**config.mk**
```make
export PLATFORM = sky130hd
export DESIGN_NAME = ntt_core_gf64_head_buf
export DESIGN_NICKNAME = d
export VERILOG_FILES = /design/src/rtl/ntt_core_gf64_head_buf.sv
export SDC_FILE = /design/constraint.sdc
export NUM_CORES = 1
export LEC_CHECK = 0
export CAP_MARGIN = 20
export CORE_AREA = 2 2 508 510
export DETAILED_ROUTE_END_ITERATION = 10
export DIE_AREA = 0 0 510 512
export GPL_TIMING_DRIVEN = 0
export HOLD_SLACK_MARGIN = 0.06
export RECOVER_POWER = 50
export SLEW_MARGIN = 40
export SYNTH_ARGS = -nofsm -noshare
export SYNTH_HDL_FRONTEND = slang
export SYNTH_SLANG_ARGS = --single-unit
```
**constraint.sdc**
```tcl
create_clock -name clk -period 2.7 [get_ports clk]
set_input_delay 0.405 -clock clk [delete_from_list [all_inputs] [get_ports clk]]
set_output_delay 0.405 -clock clk [all_outputs]
set_load 0.03 [all_outputs]
```
**src/rtl/ntt_core_gf64_head_buf.sv**
```systemverilog
// ntt_core_gf64_head_buf: input head of the gf64 NTT core.
// Widens decomposed coefficients to OUT_W, buffers them with framing and
// pbs_id in a DEPTH-entry FIFO, and flags lane and framing inconsistencies.
//
// Ports:
//   clk, s_rst_n        clock, asynchronous active-low reset
//   in_data[L*IN_W]     coefficients, lane-major [PSI][R]
//   in_data_vld/rdy     per-lane valid / ready (ready bits identical)
//   in_sob..in_eog      framing flags
//   in_pbs_id           PBS identifier
//   in_ctrl_vld/rdy     control valid / ready
//   out_data[L*OUT_W]   converted coefficients of the head entry
//   out_sob..out_eos    framing flags (sog/eog renamed sos/eos)
//   out_pbs_id          PBS identifier of the head entry
//   out_vld/out_rdy     output handshake
//   occupancy           FIFO fill level
//   error[1:0]          [0] lane mismatch, [1] framing violation
//
// Optional feature: define NTT_CORE_GF64_HEAD_NEG_FOLD_EN to store negative
// signed inputs as p+x (p = 2^64-2^32+1) instead of sign-extending them.

module ntt_core_gf64_head_buf #(
   parameter int PSI       = 8,
   parameter int R         = 2,
   parameter int IN_W      = 10,
   parameter int OUT_W     = 66,
   parameter int SIGNED_IN = 1,
   parameter int ID_W      = 8,
   parameter int DEPTH     = 4
) (
   input  logic                          clk,
   input  logic                          s_rst_n,

   input  logic [PSI*R*IN_W-1:0]         in_data,
   input  logic [PSI*R-1:0]              in_data_vld,
   output logic [PSI*R-1:0]              in_data_rdy,
   input  logic                          in_sob,
   input  logic                          in_eob,
   input  logic                          in_sol,
   input  logic                          in_eol,
   input  logic                          in_sog,
   input  logic                          in_eog,
   input  logic [ID_W-1:0]               in_pbs_id,
   input  logic                          in_ctrl_vld,
   output logic                          in_ctrl_rdy,

   output logic [PSI*R*OUT_W-1:0]        out_data,
   output logic                          out_sob,
   output logic                          out_eob,
   output logic                          out_sol,
   output logic                          out_eol,
   output logic                          out_sos,
   output logic                          out_eos,
   output logic [ID_W-1:0]               out_pbs_id,
   output logic                          out_vld,
   input  logic                          out_rdy,

   output logic [$clog2(DEPTH):0]        occupancy,
   output logic [1:0]                    error
);

   localparam int L     = PSI * R;
   localparam int AW    = $clog2(DEPTH);
   localparam int OCC_W = AW + 1;

`ifdef NTT_CORE_GF64_HEAD_NEG_FOLD_EN
   localparam logic [63:0] GF_P = 64'hFFFF_FFFF_0000_0001;
`endif

   // Storage: one entry = all lanes + six flags + pbs_id
   logic [L*OUT_W-1:0] mem_data [DEPTH];
   logic [5:0]         mem_flag [DEPTH];
   logic [ID_W-1:0]    mem_id   [DEPTH];

   logic [AW-1:0]      wr_ptr;
   logic [AW-1:0]      rd_ptr;
   logic [OCC_W-1:0]   occ_q;
   logic [OCC_W-1:0]   occ_nxt;
   logic               rdy_q;
   logic               batch_open;
   logic [1:0]         err_q;

   logic               push;
   logic               pop;
   logic               any_vld;
   logic               all_vld;
   logic               lane_err;
   logic               frame_err;
   logic [L*OUT_W-1:0] wr_data;
   logic [5:0]         wr_flag;

   // Per-lane widening to the datapath width
   function automatic logic [OUT_W-1:0] conv(input logic [IN_W-1:0] x);
      logic [OUT_W-1:0] ext;
`ifdef NTT_CORE_GF64_HEAD_NEG_FOLD_EN
      logic [63:0]      fold;
`endif
      if (SIGNED_IN != 0)
         ext = {{(OUT_W-IN_W){x[IN_W-1]}}, x};
      else
         ext = {{(OUT_W-IN_W){1'b0}}, x};
`ifdef NTT_CORE_GF64_HEAD_NEG_FOLD_EN
      // p + x computed mod 2^64 from the sign-extended value
      fold = ext[63:0] + GF_P;
      if ((SIGNED_IN != 0) && x[IN_W-1]) begin
         conv       = '0;
         conv[63:0] = fold;
      end else begin
         conv = ext;
      end
`else
      conv = ext;
`endif
   endfunction

   always_comb begin
      wr_data = '0;
      for (int k = 0; k < L; k++)
         wr_data[k*OUT_W +: OUT_W] = conv(in_data[k*IN_W +: IN_W]);
   end

   assign wr_flag = {in_sob, in_eob, in_sol, in_eol, in_sog, in_eog};

   // Handshake and consistency checks
   assign any_vld  = |in_data_vld;
   assign all_vld  = &in_data_vld;
   assign push     = all_vld & in_ctrl_vld & rdy_q;
   assign pop      = out_vld & out_rdy;
   assign lane_err = (any_vld & ~all_vld) | (any_vld != in_ctrl_vld);

   // sob+eob together is a single-entry batch and never opens one
   assign frame_err = (in_sob & batch_open) |
                      (in_eob & ~batch_open & ~(in_sob & in_eob));

   always_comb begin
      occ_nxt = occ_q;
      unique case (1'b1)
         (push & ~pop): occ_nxt = occ_q + OCC_W'(1);
         (pop & ~push): occ_nxt = occ_q - OCC_W'(1);
         default:       occ_nxt = occ_q;
      endcase
   end

   // Pointers, occupancy, registered ready, batch state, errors
   always_ff @(posedge clk or negedge s_rst_n) begin
      if (!s_rst_n) begin
         wr_ptr     <= '0;
         rd_ptr     <= '0;
         occ_q      <= '0;
         rdy_q      <= 1'b1;
         batch_open <= 1'b0;
         err_q      <= '0;
      end else begin
         if (push) wr_ptr <= wr_ptr + AW'(1);
         if (pop)  rd_ptr <= rd_ptr + AW'(1);
         occ_q    <= occ_nxt;
         // ready depends only on state, never on out_rdy this cycle
         rdy_q    <= (occ_nxt < OCC_W'(DEPTH));
         if (push) begin
            if (in_eob)
               batch_open <= 1'b0;
            else if (in_sob)
               batch_open <= 1'b1;
         end
         err_q[0] <= lane_err;
         err_q[1] <= push & frame_err;
      end
   end

   // Entry storage; cleared on reset so the idle head reads as zero
   always_ff @(posedge clk or negedge s_rst_n) begin
      if (!s_rst_n) begin
         for (int i = 0; i < DEPTH; i++) begin
            mem_data[i] <= '0;
            mem_flag[i] <= '0;
            mem_id[i]   <= '0;
         end
      end else if (push) begin
         mem_data[wr_ptr] <= wr_data;
         mem_flag[wr_ptr] <= wr_flag;
         mem_id[wr_ptr]   <= in_pbs_id;
      end
   end

   assign in_data_rdy = {L{rdy_q}};
   assign in_ctrl_rdy = rdy_q;

   assign out_vld    = (occ_q != '0);
   assign out_data   = mem_data[rd_ptr];
   assign out_sob    = mem_flag[rd_ptr][5];
   assign out_eob    = mem_flag[rd_ptr][4];
   assign out_sol    = mem_flag[rd_ptr][3];
   assign out_eol    = mem_flag[rd_ptr][2];
   assign out_sos    = mem_flag[rd_ptr][1];
   assign out_eos    = mem_flag[rd_ptr][0];
   assign out_pbs_id = mem_id[rd_ptr];

   assign occupancy = occ_q;
   assign error     = err_q;

endmodule
```
# Word level (Yosys, flattened, before mapping)
# Index checks and enable logic that the tools add are counted.
# op_classes
addsub,4
magnitude_cmp,4
eq_ne,1
mux,21
bitwise_logic,20
reduce_logical,6
# op_table
cell,n
$bwmux W4224,1
$mux W1056,3
$bmux W1056 S2,1
$demux W1056 S2,1
$bwmux W32,1
$bwmux W24,1
$mux W8,3
$mux W6,3
$bmux W8 S2,1
$demux W8 S2,1
$reduce_and A16 Y1,1
$reduce_or A16 Y1,1
$bmux W6 S2,1
$demux W6 S2,1
$and A1 B1 Y1,11
$ge A3 B3 Y1 const B,2
$not A2 Y3,2
$pmux W3 S2,1
$not A1 Y1,5
$add A2 B1 Y2 const B,2
$add A3 B1 Y3 const B,1
$lt A3 B1 Y1 const B,1
$lt A3 B3 Y1 const B,1
$reduce_bool A3 Y1,1
other kinds (7),9
# word_totals
regBits,4291
inputBits,194
out_inout_bits,1093
word_cells,74

# Longest topological paths before layout
# Gate-level depths: netlist of run 1.
# depth
depth_word,7
ltp_mapped,9
ltp_nobuf,9

# Least setup slack after synthesis of run 1
# Ideal clock, no wire load.
# synth_timing
path_type,register to output
startpoint,register rd_ptr[0]
endpoint,output port out_data[10]
arrival_ns,2.258
required_ns,2.295
path_slack_ns,0.037
path_stages_with_launch,5
n_path_buf,3
path_cell_list,dfrtp_1 > clkbuf_1 > buf_1 > mux4_2 > buf_4
# synth_via
elab_chain_len,4
# synth_rtl
item,line_no,rtl
start: declaration,76,logic [AW-1:0] rd_ptr;
start signal: assignment,155,if (pop) rd_ptr <= rd_ptr + AW'(1);
$not A2 Y3 (not written as such),189,assign out_data = mem_data[rd_ptr];
$bmux W1056 S2,189,
$mux W1056 (not written as such) (2 in a row),189,
end: declaration,47,"output logic [PSI*R*OUT_W-1:0] out_data,"
# Every way passes these cells. The select of a mux whose other input is x is not followed.

# Worst setup path in the final report of run 1
# layout_timing
startpoint,register rd_ptr[0]
endpoint,output port out_data[262]
# Same word-level chain as after synthesis.

==> summary by stage, run 1 <==
Floorplanning
The die outline height is 512 microns. The I/O pin count is 1287. Once the floorplan was initialized, standard cells occupied 14.5% of the core. In this run the core area contains 186 standard-cell rows. The area enclosed by the die boundary is 0.261 sq mm. In this run the horizontal extent of the chip is 510 microns.

After floorplanning, the core was sized to cover 0.256 sq mm.

Logic synthesis
In the synthesized netlist, the cells that appear most often are sky130_fd_sc_hd__buf_4, sky130_fd_sc_hd__dfrtp_1, sky130_fd_sc_hd__mux2_2. The mean area per synthesized cell is 14.0 sq um. After synthesis the netlist holds a flip-flop and latch count of 707. The flip-flop cell with the highest count after synthesis is sky130_fd_sc_hd__dfrtp_1. The count of mapped cells out of synthesis is 2650. Summing the sequential cell areas from Yosys gives 47.6% of the chip area. Counting flops with an async set or reset pin after synthesis yields a share of 100%. Counting every net in the synthesized netlist gives 2850. The number of distinct library cells after synthesis is 23. Yosys mapped a number of flops with a built-in enable equal to 0. During synthesis, Yosys emitted a total of 0 warnings. After synthesis, the cell types taking the most area are sky130_fd_sc_hd__dfrtp_1, sky130_fd_sc_hd__mux2_2, sky130_fd_sc_hd__buf_4, sky130_fd_sc_hd__mux4_2, sky130_fd_sc_hd__buf_2. The synthesized netlist occupies a cell area of 0.0372 sq mm.

Summed over all instances, the cell type with the most area after synthesis is sky130_fd_sc_hd__dfrtp_1. The top cell type by area accounts for 47.5% of the synthesized area. The cell with the most instances after synthesis is sky130_fd_sc_hd__buf_4.

Critical path
In this run the worst setup path begins at rd_ptr[0]. The terminus of the critical flop-to-flop path is mem_data[2318]. The number of cells on the worst reg-to-reg path is 5. The highest net fanout along the worst path is 11.

The worst setup path is captured at an output pin. In this run the worst setup path terminates at out_data[262]. The launching element type of the critical path is a flop. The critical path class is reg -> out. The startpoint identified for the worst register-to-register timing path is wr_ptr[0]. Setup slack on the worst reg-to-reg path comes out at -0.09 ns. The endpoint required time on the critical path is 2.30 ns. Data on the critical path arrives at its endpoint at 3.09 ns.

Place
The quantity of I/O buffers inserted on ports is 1286. The global placement routability congestion is 0.714. The worst setup slack before clock tree synthesis is -1.88 ns. The placed wire-length estimate is 113000 microns.

CTS
The H-tree was split into 3 levels. The CTS root buffer is sky130_fd_sc_hd__clkbuf_16. The clock reaches the later pin of the worst-skew pair after 0.74 ns. Clock tree synthesis inserted a total of 89 buffers.

The clock drives 707 sinks. After clock tree synthesis, the clock-pin slew on the worst setup and hold paths is 0.06 ns. Counting along the longest clock path gives a buffer depth of 3. TritonCTS built the clock tree.

Global route
The first global-routing pass estimated 238000 microns of wire. The global-route congestion overflow total is 0. The total global-route track usage is 13.2%. The number of global-route vias before repair is 28208. Entering global routing, the biggest net connects 113 pins. The number of antenna violations at the first check in global routing is 61.

STA
The final-report hold violation count is 0. The worst clock skew is 0.0225 ns. The sum of negative setup slack is -819.11 ns. For the finished layout, the period the worst path requires is 3.49 ns. The worst slew slack as a fraction of its limit is 1.40%. Setup repair after global routing could not meet its margin everywhere.

Across all setup checks in the final design, the least slack found is -0.790 ns. The final-report max-slew violation count is 0. For the pin with the worst max-slew slack, the measured transition is 1.48 ns. Setup violations remaining at the end of the flow were counted as 1700. The top achievable clock speed is 287 MHz.

Across all hold checks on the routed design, the worst slack comes to 0.370 ns. Dividing the final minimum period by the clock period gives 129%.

Route
Summed over all layers, the routed wires come to 183000 microns. Once detail routing completed, the nets flagged for antenna violations numbered 0. The first routing iteration left 1260 violations. The number of design rule violations left after detail routing is 0. Detailed routing inserted a total of 27955 vias. The wire length per cell is 23.6 microns. The average via count per standard cell is 3.60.

The detailed-router iteration count before antenna repair is 5.

Power
Net switching is 30.9% of the power. In this run the power density over the cells is 527 mW/mm^2. For this design the static power due to leakage is 34.9 nW. Of the total power, combinational logic draws 26.4%. The clock share of power is 40.2%. Internal power comes to 22.3 mW. The total chip power is 32.3 mW. Registers are responsible for 33.4% of the overall power.

The total net switching power is 9.99 mW. The worst IR drop on VDD is 0.549 mV.

Finish
Compared with the post-synthesis result, the final layout area differs by 64.9%. After the last flow step, the layout net total stands at 4493. The fraction of layout cells with a size suffix above 1 is 60.8%.

Run status
The final reports fail on negative setup slack. The flow ran to the end, but the final reports show violations.

Flow run
Across the run, the number of max-cap violations was 0.

Min path
The type of the tightest min-delay check is in -> reg.
-- through the flow --
step	instance area, sq um	util (%)	cells
6_report	61300	24.0	7768
5_1_grt	61300	24.0	7757
4_1_cts	60100	23.5	7674
3_5_place_dp	54800	21.4	7336
3_3_place_gp	54300	21.2	7320
2_1_floorplan	37200	-	2650
-- timing repair --
item	in CTS	in global routing
hold buffers	3	0
gates cloned	70	15
gates resized for setup	1267	666
endpoints found under the setup margin	1238	1585
setup buffers	104	64
hold endpoints to repair	226	0
-- kinds of logic (layout without fill, tap and decap cells) --
family / after synthesis / count (layout) / synth area share [%]
buf+inv: 1030 / 2665 / 19.9
flops: 707 / 707 / 47.6
simple gates: 25 / 25 / 0.387
xor+xnor: 6 / 6 / 0.141
compound gates: 4 / 4 / 0.0741
fa+ha+maj: 6 / 6 / 0.222
mux: 872 / 953 / 31.7
other cells: 0 / 18 / 0
-- power groups by stage --
stage	clock network (mW)	registers [mW]	logic (mW)
2_1_floorplan	0	11.0	2.66
3_3_place_gp	0	11.0	5.40
3_5_place_dp	0	10.9	5.71
4_1_cts	13.4	10.8	8.25
5_1_grt	13.8	10.8	9.10
6_report	13.0	10.8	8.54
-- worst min-delay path by stage --
stage / end / slack [ns] / start / cells past startpoint
6_report: mem_data[134] / 0.37 / in_data[22] / 2
3_3_place_gp: mem_data[1524] / 0.48 / mem_data[1524] / 1
2_1_floorplan: async pin / 0.11 / s_rst_n / 0
5_1_grt: mem_data[201] / 0.33 / in_data[33] / 2
4_1_cts: mem_data[3504] / 0.28 / in_data[56] / 2
3_5_place_dp: mem_data[1782] / 0.24 / s_rst_n / 1
-- cell usage in the layout (no fill, tap or decap), types with 3 or more instances in the layout --
master / instances
sky130_fd_sc_hd__buf_12: 38
sky130_fd_sc_hd__buf_6: 98
sky130_fd_sc_hd__clkdlybuf4s15_1: 4
sky130_fd_sc_hd__clkbuf_2: 80
sky130_fd_sc_hd__dlygate4sd2_1: 288
sky130_fd_sc_hd__diode_2: 18
sky130_fd_sc_hd__nand4_1: 8
sky130_fd_sc_hd__ha_1: 5
sky130_fd_sc_hd__nand2_1: 4
sky130_fd_sc_hd__buf_8: 5
sky130_fd_sc_hd__inv_1: 3
sky130_fd_sc_hd__clkdlybuf4s15_2: 3
sky130_fd_sc_hd__clkbuf_8: 18
sky130_fd_sc_hd__mux2_2: 698
sky130_fd_sc_hd__dfrtp_2: 3
sky130_fd_sc_hd__mux4_4: 16
sky130_fd_sc_hd__clkinv_2: 16
sky130_fd_sc_hd__mux4_2: 239
sky130_fd_sc_hd__bufinv_16: 12
sky130_fd_sc_hd__inv_6: 7
sky130_fd_sc_hd__buf_2: 155
sky130_fd_sc_hd__dlymetal6s2s_1: 223
sky130_fd_sc_hd__clkinv_4: 3
sky130_fd_sc_hd__buf_16: 23
sky130_fd_sc_hd__clkinvlp_4: 5
sky130_fd_sc_hd__xnor2_1: 4
sky130_fd_sc_hd__nor4_1: 4
sky130_fd_sc_hd__clkbuf_1: 13
sky130_fd_sc_hd__nor2_1: 4
sky130_fd_sc_hd__clkbuf_16: 93
sky130_fd_sc_hd__dfrtp_1: 703
sky130_fd_sc_hd__buf_4: 1132
sky130_fd_sc_hd__dlygate4sd3_1: 4
sky130_fd_sc_hd__clkdlybuf4s50_1: 434
-- final cells by class --
type,instances,area [sq um]
inverter,3,11.3
clock buffer,115,2500
timing repair buffer,1475,14300
fill,26766,194000
antenna,18,45.0
tap,3384,4230
clock inverter,49,693
buffer,1023,7920
multi-input combinational,994,13900
sequential,707,17700
-- flip-flops by register name, indices dropped and copies added (netlist names), named ones only --
register     cells
in_ctrl_rdy      1
batch_open       1
mem_data       640
occupancy        2
mem_id          32
wr_ptr           2
mem_flag        24
rd_ptr           2
error            2
-- per-layer routing --
| layer | vias to the layer above | part of all wire [%] | wire (microns) | global-route usage (%) |
|---|---|---|---|---|
| li1 | 12047 | - | - | - |
| met1 | 14489 | 39 | 71300 | 15.3 |
| met2 | 1147 | 51 | 94200 | 23.5 |
| met3 | 248 | 6.4 | 11700 | 3.08 |
| met4 | 24 | 3.3 | 6140 | 4.82 |
| met5 | - | 0.091 | 166 | 0 |
-- critical path, stage by stage, from the launching register on --
cell and delay (ns):
sky130_fd_sc_hd__dfrtp_2 0.45, sky130_fd_sc_hd__clkbuf_16 0.22, sky130_fd_sc_hd__buf_16 0.17, sky130_fd_sc_hd__mux4_4 0.78, sky130_fd_sc_hd__buf_4 0.21, sky130_fd_sc_hd__buf_4 0.12, sky130_fd_sc_hd__dlygate4sd2_1 0.35
(Power assumes the default switching activity.)
==> inputs of run 2 (changes only) <==
REMOVE_ABC_BUFFERS = 1   (was unset)
==> run 2 against run 1 <==
Effect of this change:
- the run still ends with negative setup slack left
- clock power barely moved
- register-to-register slack got worse by 0.47 ns
- flip-flop and latch count did not move
- hold slack got worse by 0.17 ns
- setup slack improved by 0.18 ns
- die area did not move
- via count fell by 15%
- sequential share of layout area rose by 4.3 points
- non-clock buffer count fell by 968
- clock-buffer cell count rose by 16
- global-route usage fell by 3.2 points
- core utilization fell by 3.1 points
- critical path type unchanged
- highest routed layer unchanged
==> summary by stage, run 2 (synthesized netlist as in run 1, its figures left out) <==
Run status
The run finished, with violations left. The checks that failed: negative setup slack.

STA
Setup repair after global routing could not meet its margin everywhere. The period utilization is 123% (-6.5 points). The count of endpoints failing setup in the final report came to 1328 (-22%). The worst slew slack as a fraction of its limit is 4.25% (+2.8 points). The worst clock skew was 0.0374 ns (+0.0149 ns). The final-report hold violation count is 0 (unchanged).

The pin slew with the least headroom to its limit is 1.44 ns (-0.0427 ns). The top achievable clock speed came to 302 MHz (+5.3%). The post-route minimum period was 3.31 ns (-0.176 ns). The final worst-path setup slack is -0.614 ns (+0.176 ns). The final-report max-slew violation count is 0 (unchanged).

Critical path
The signal on the critical path passes through buf_12, buf_16, buf_16, buf_16, buf_16, mux4_4, buf_6. The timing startpoint of the critical path is rd_ptr[0]. The worst setup path is launched from a flop. The reg-to-reg setup timing slack came to -0.56 ns (-0.47 ns). The endpoint required time on the critical path is 2.30 ns (about the same). The number of cells on the worst reg-to-reg path is 11 (+6).

The highest net fanout along the worst path came to 8 (-3). The arrival time of the worst setup path was 2.91 ns (-0.18 ns). The cell seen most often among critical-path stages is sky130_fd_sc_hd__buf_16. The largest stage delay on the critical path is 0.71 ns (-0.07 ns).

For this design, the slowest cell found on the critical path is sky130_fd_sc_hd__mux4_4. The launch point of the worst reg-to-reg path is wr_ptr[0]. The count of buffer and inverter cells on the critical path is 6 (+1). The worst setup path is captured at an output pin. The cell family contributing the most delay on the critical path is buffers and inverters. The critical path in this run is classified as reg -> out. The depth of the critical timing path with buffers and inverters included is 7 (+1).

Place
The cell area after placement came to 0.0484 sq mm (-12%). The global placement routability congestion is 0.659 (-7.6%). The worst setup slack before clock tree synthesis came to -1.82 ns (+0.0670 ns). The quantity of I/O buffers inserted on ports came to 1286 (unchanged).

The placed wire-length estimate is 87300 microns (-23%).

Power
The worst IR drop on VDD was 0.596 mV (+8.6%). The areal power density over the cells is 598 mW/mm^2 (+13%). The static leakage was 26.6 nW (-24%).

Global route
The routing usage on met1 is 12.3% (-3.1 points). The number of antenna violations at the first check in global routing is 55 (-9.8%). met2 is the most crowded layer. The pin count of the biggest net entering global routing is 105 (-7.1%). The first-pass GRT wire length is 188000 microns (-21%).

The met2 usage is 16.4% (-7.1 points). The total global-route track usage came to 10.1% (-3.2 points). The number of global-route vias before repair is 24341 (-14%).

The met3 usage in global routing is 3.72% (+0.64 points). The global-route congestion overflow total is 0 (unchanged).

Floorplanning
The core area is 0.256 sq mm (unchanged). The number of cell rows is 186 (unchanged). The I/O pin count was 1287 (unchanged).

The die outline height is 512 microns (unchanged). The floorplan die width is 510 microns (unchanged). The effective utilization at floorplan is 14.5% (unchanged).

The area enclosed by the die boundary was 0.261 sq mm (unchanged).

Finish
The final layout net count came to 3514 (-22%). Counting flops per register, the top entry is mem_data. Leaving out fill and tap cells, the most frequent cell in the layout is sky130_fd_sc_hd__dfrtp_1. The largest registers in the layout are mem_data (640), mem_id (32), mem_flag (24). The fill cell instance count of the final layout came to 27276 (+1.9%). The finished layout cell area is 0.0533 sq mm (-13%).

In the layout the commonest cells are sky130_fd_sc_hd__dfrtp_1, sky130_fd_sc_hd__mux2_2, sky130_fd_sc_hd__dlygate4sd2_1. The fraction of layout cells with a size suffix above 1 was 53.4% (-7.3 points). From synthesis to final layout, the design area changed by 43.4%. The number of flip-flops in the largest register is 640 (unchanged).

CTS
The maximum buffer depth of the clock tree is 3 (unchanged). Clock tree synthesis selected as its root buffer the cell sky130_fd_sc_hd__clkbuf_16. The clock network latency to the later pin of the worst-skew pair is 0.72 ns (-0.02 ns). TritonCTS built the clock tree. The clock sink total is 707 (unchanged). The clock transition time at the flip-flop clock pins of the worst setup and hold paths is 0.06 ns (about the same). The maximum level of the CTS H-tree is 3 (unchanged). The number of buffers created by CTS is 92 (+3.4%).

Min path
The tightest min-delay check is of the in -> async type.

Route
The detailed-router iteration count before antenna repair is 4 (-1). The number of design rule violations left after detail routing is 0 (unchanged). The number of nets still failing antenna checks after routing is 0 (unchanged).

The via count is 23648 (-15%). The wire length per cell was 20.5 microns (-13%). The total detailed-routing wirelength is 139000 microns (-24%). The average via count per standard cell came to 3.48 (-3.2%).

The iteration-0 DRC count of the detailed router was 1069 (-15%).

Flow run
The number of max-capacitance violations reported is 0 (unchanged).
run 2: final cells by class:
cell class	count	area [sq um]	share of cell area, %
sequential	707	17700	33.2
timing repair buffer	1530	14500	27.2
multi-input combinational	980	13600	25.5
tap	3384	4230	7.94
clock buffer	131	2640	4.95
clock inverter	36	568	1.07
antenna	18	45.0	0.0845
inverter	3	11.3	0.0211
run 2: where the power goes:
| part | switching [mW] | internal, mW |
|---|---|---|
| combinational | 4.04 | 3.94 |
| sequential | 0.123 | 10.7 |
| clock | 5.08 | 8.05 |
run 2: path summary, 6_finish.rpt:
| check | endpoint |
|---|---|
| setup / recovery | out_data[1037] |
| hold / removal | mem_data[661] |
| setup reg to reg | mem_data[726] |
| hold reg to reg | mem_data[1261] |
| max in group asynchronous | mem_data[1658] |
| min in group clk | mem_data[2514] |
run 2: stage by stage:
stage / setup TNS, ns / hold WS, ns / power, mW / util [%] / instances
2_1_floorplan: - / 0.109 / 12.6 / - / 1623
3_3_place_gp: - / 0.481 / 13.3 / 18.3 / 6293
3_5_place_dp: -1353.09 / 0.261 / 15.8 / 18.9 / 6432
4_1_cts: -760.38 / 0.113 / 32.2 / 20.9 / 6731
5_1_grt: -826.38 / 0.159 / 33.4 / 20.8 / 6778
6_report: -571.84 / 0.199 / 31.9 / 20.8 / 6789
run 2: routing by layer:
layer / part of all wire, % / vias to the layer above
met5: 0.030 / -
met4: 3.0 / 8
li1: - / 10029
met1: 41 / 12319
met3: 8.9 / 213
met2: 47 / 1079
run 2: repair_timing:
action,in CTS,in global routing
endpoints found under the hold margin,136,0
hold buffers,1,0
gates cloned,77,8
endpoints found under the setup margin,1314,1404
gates resized for setup,1823,884
pin swaps,0,1
buffers inserted,54,32
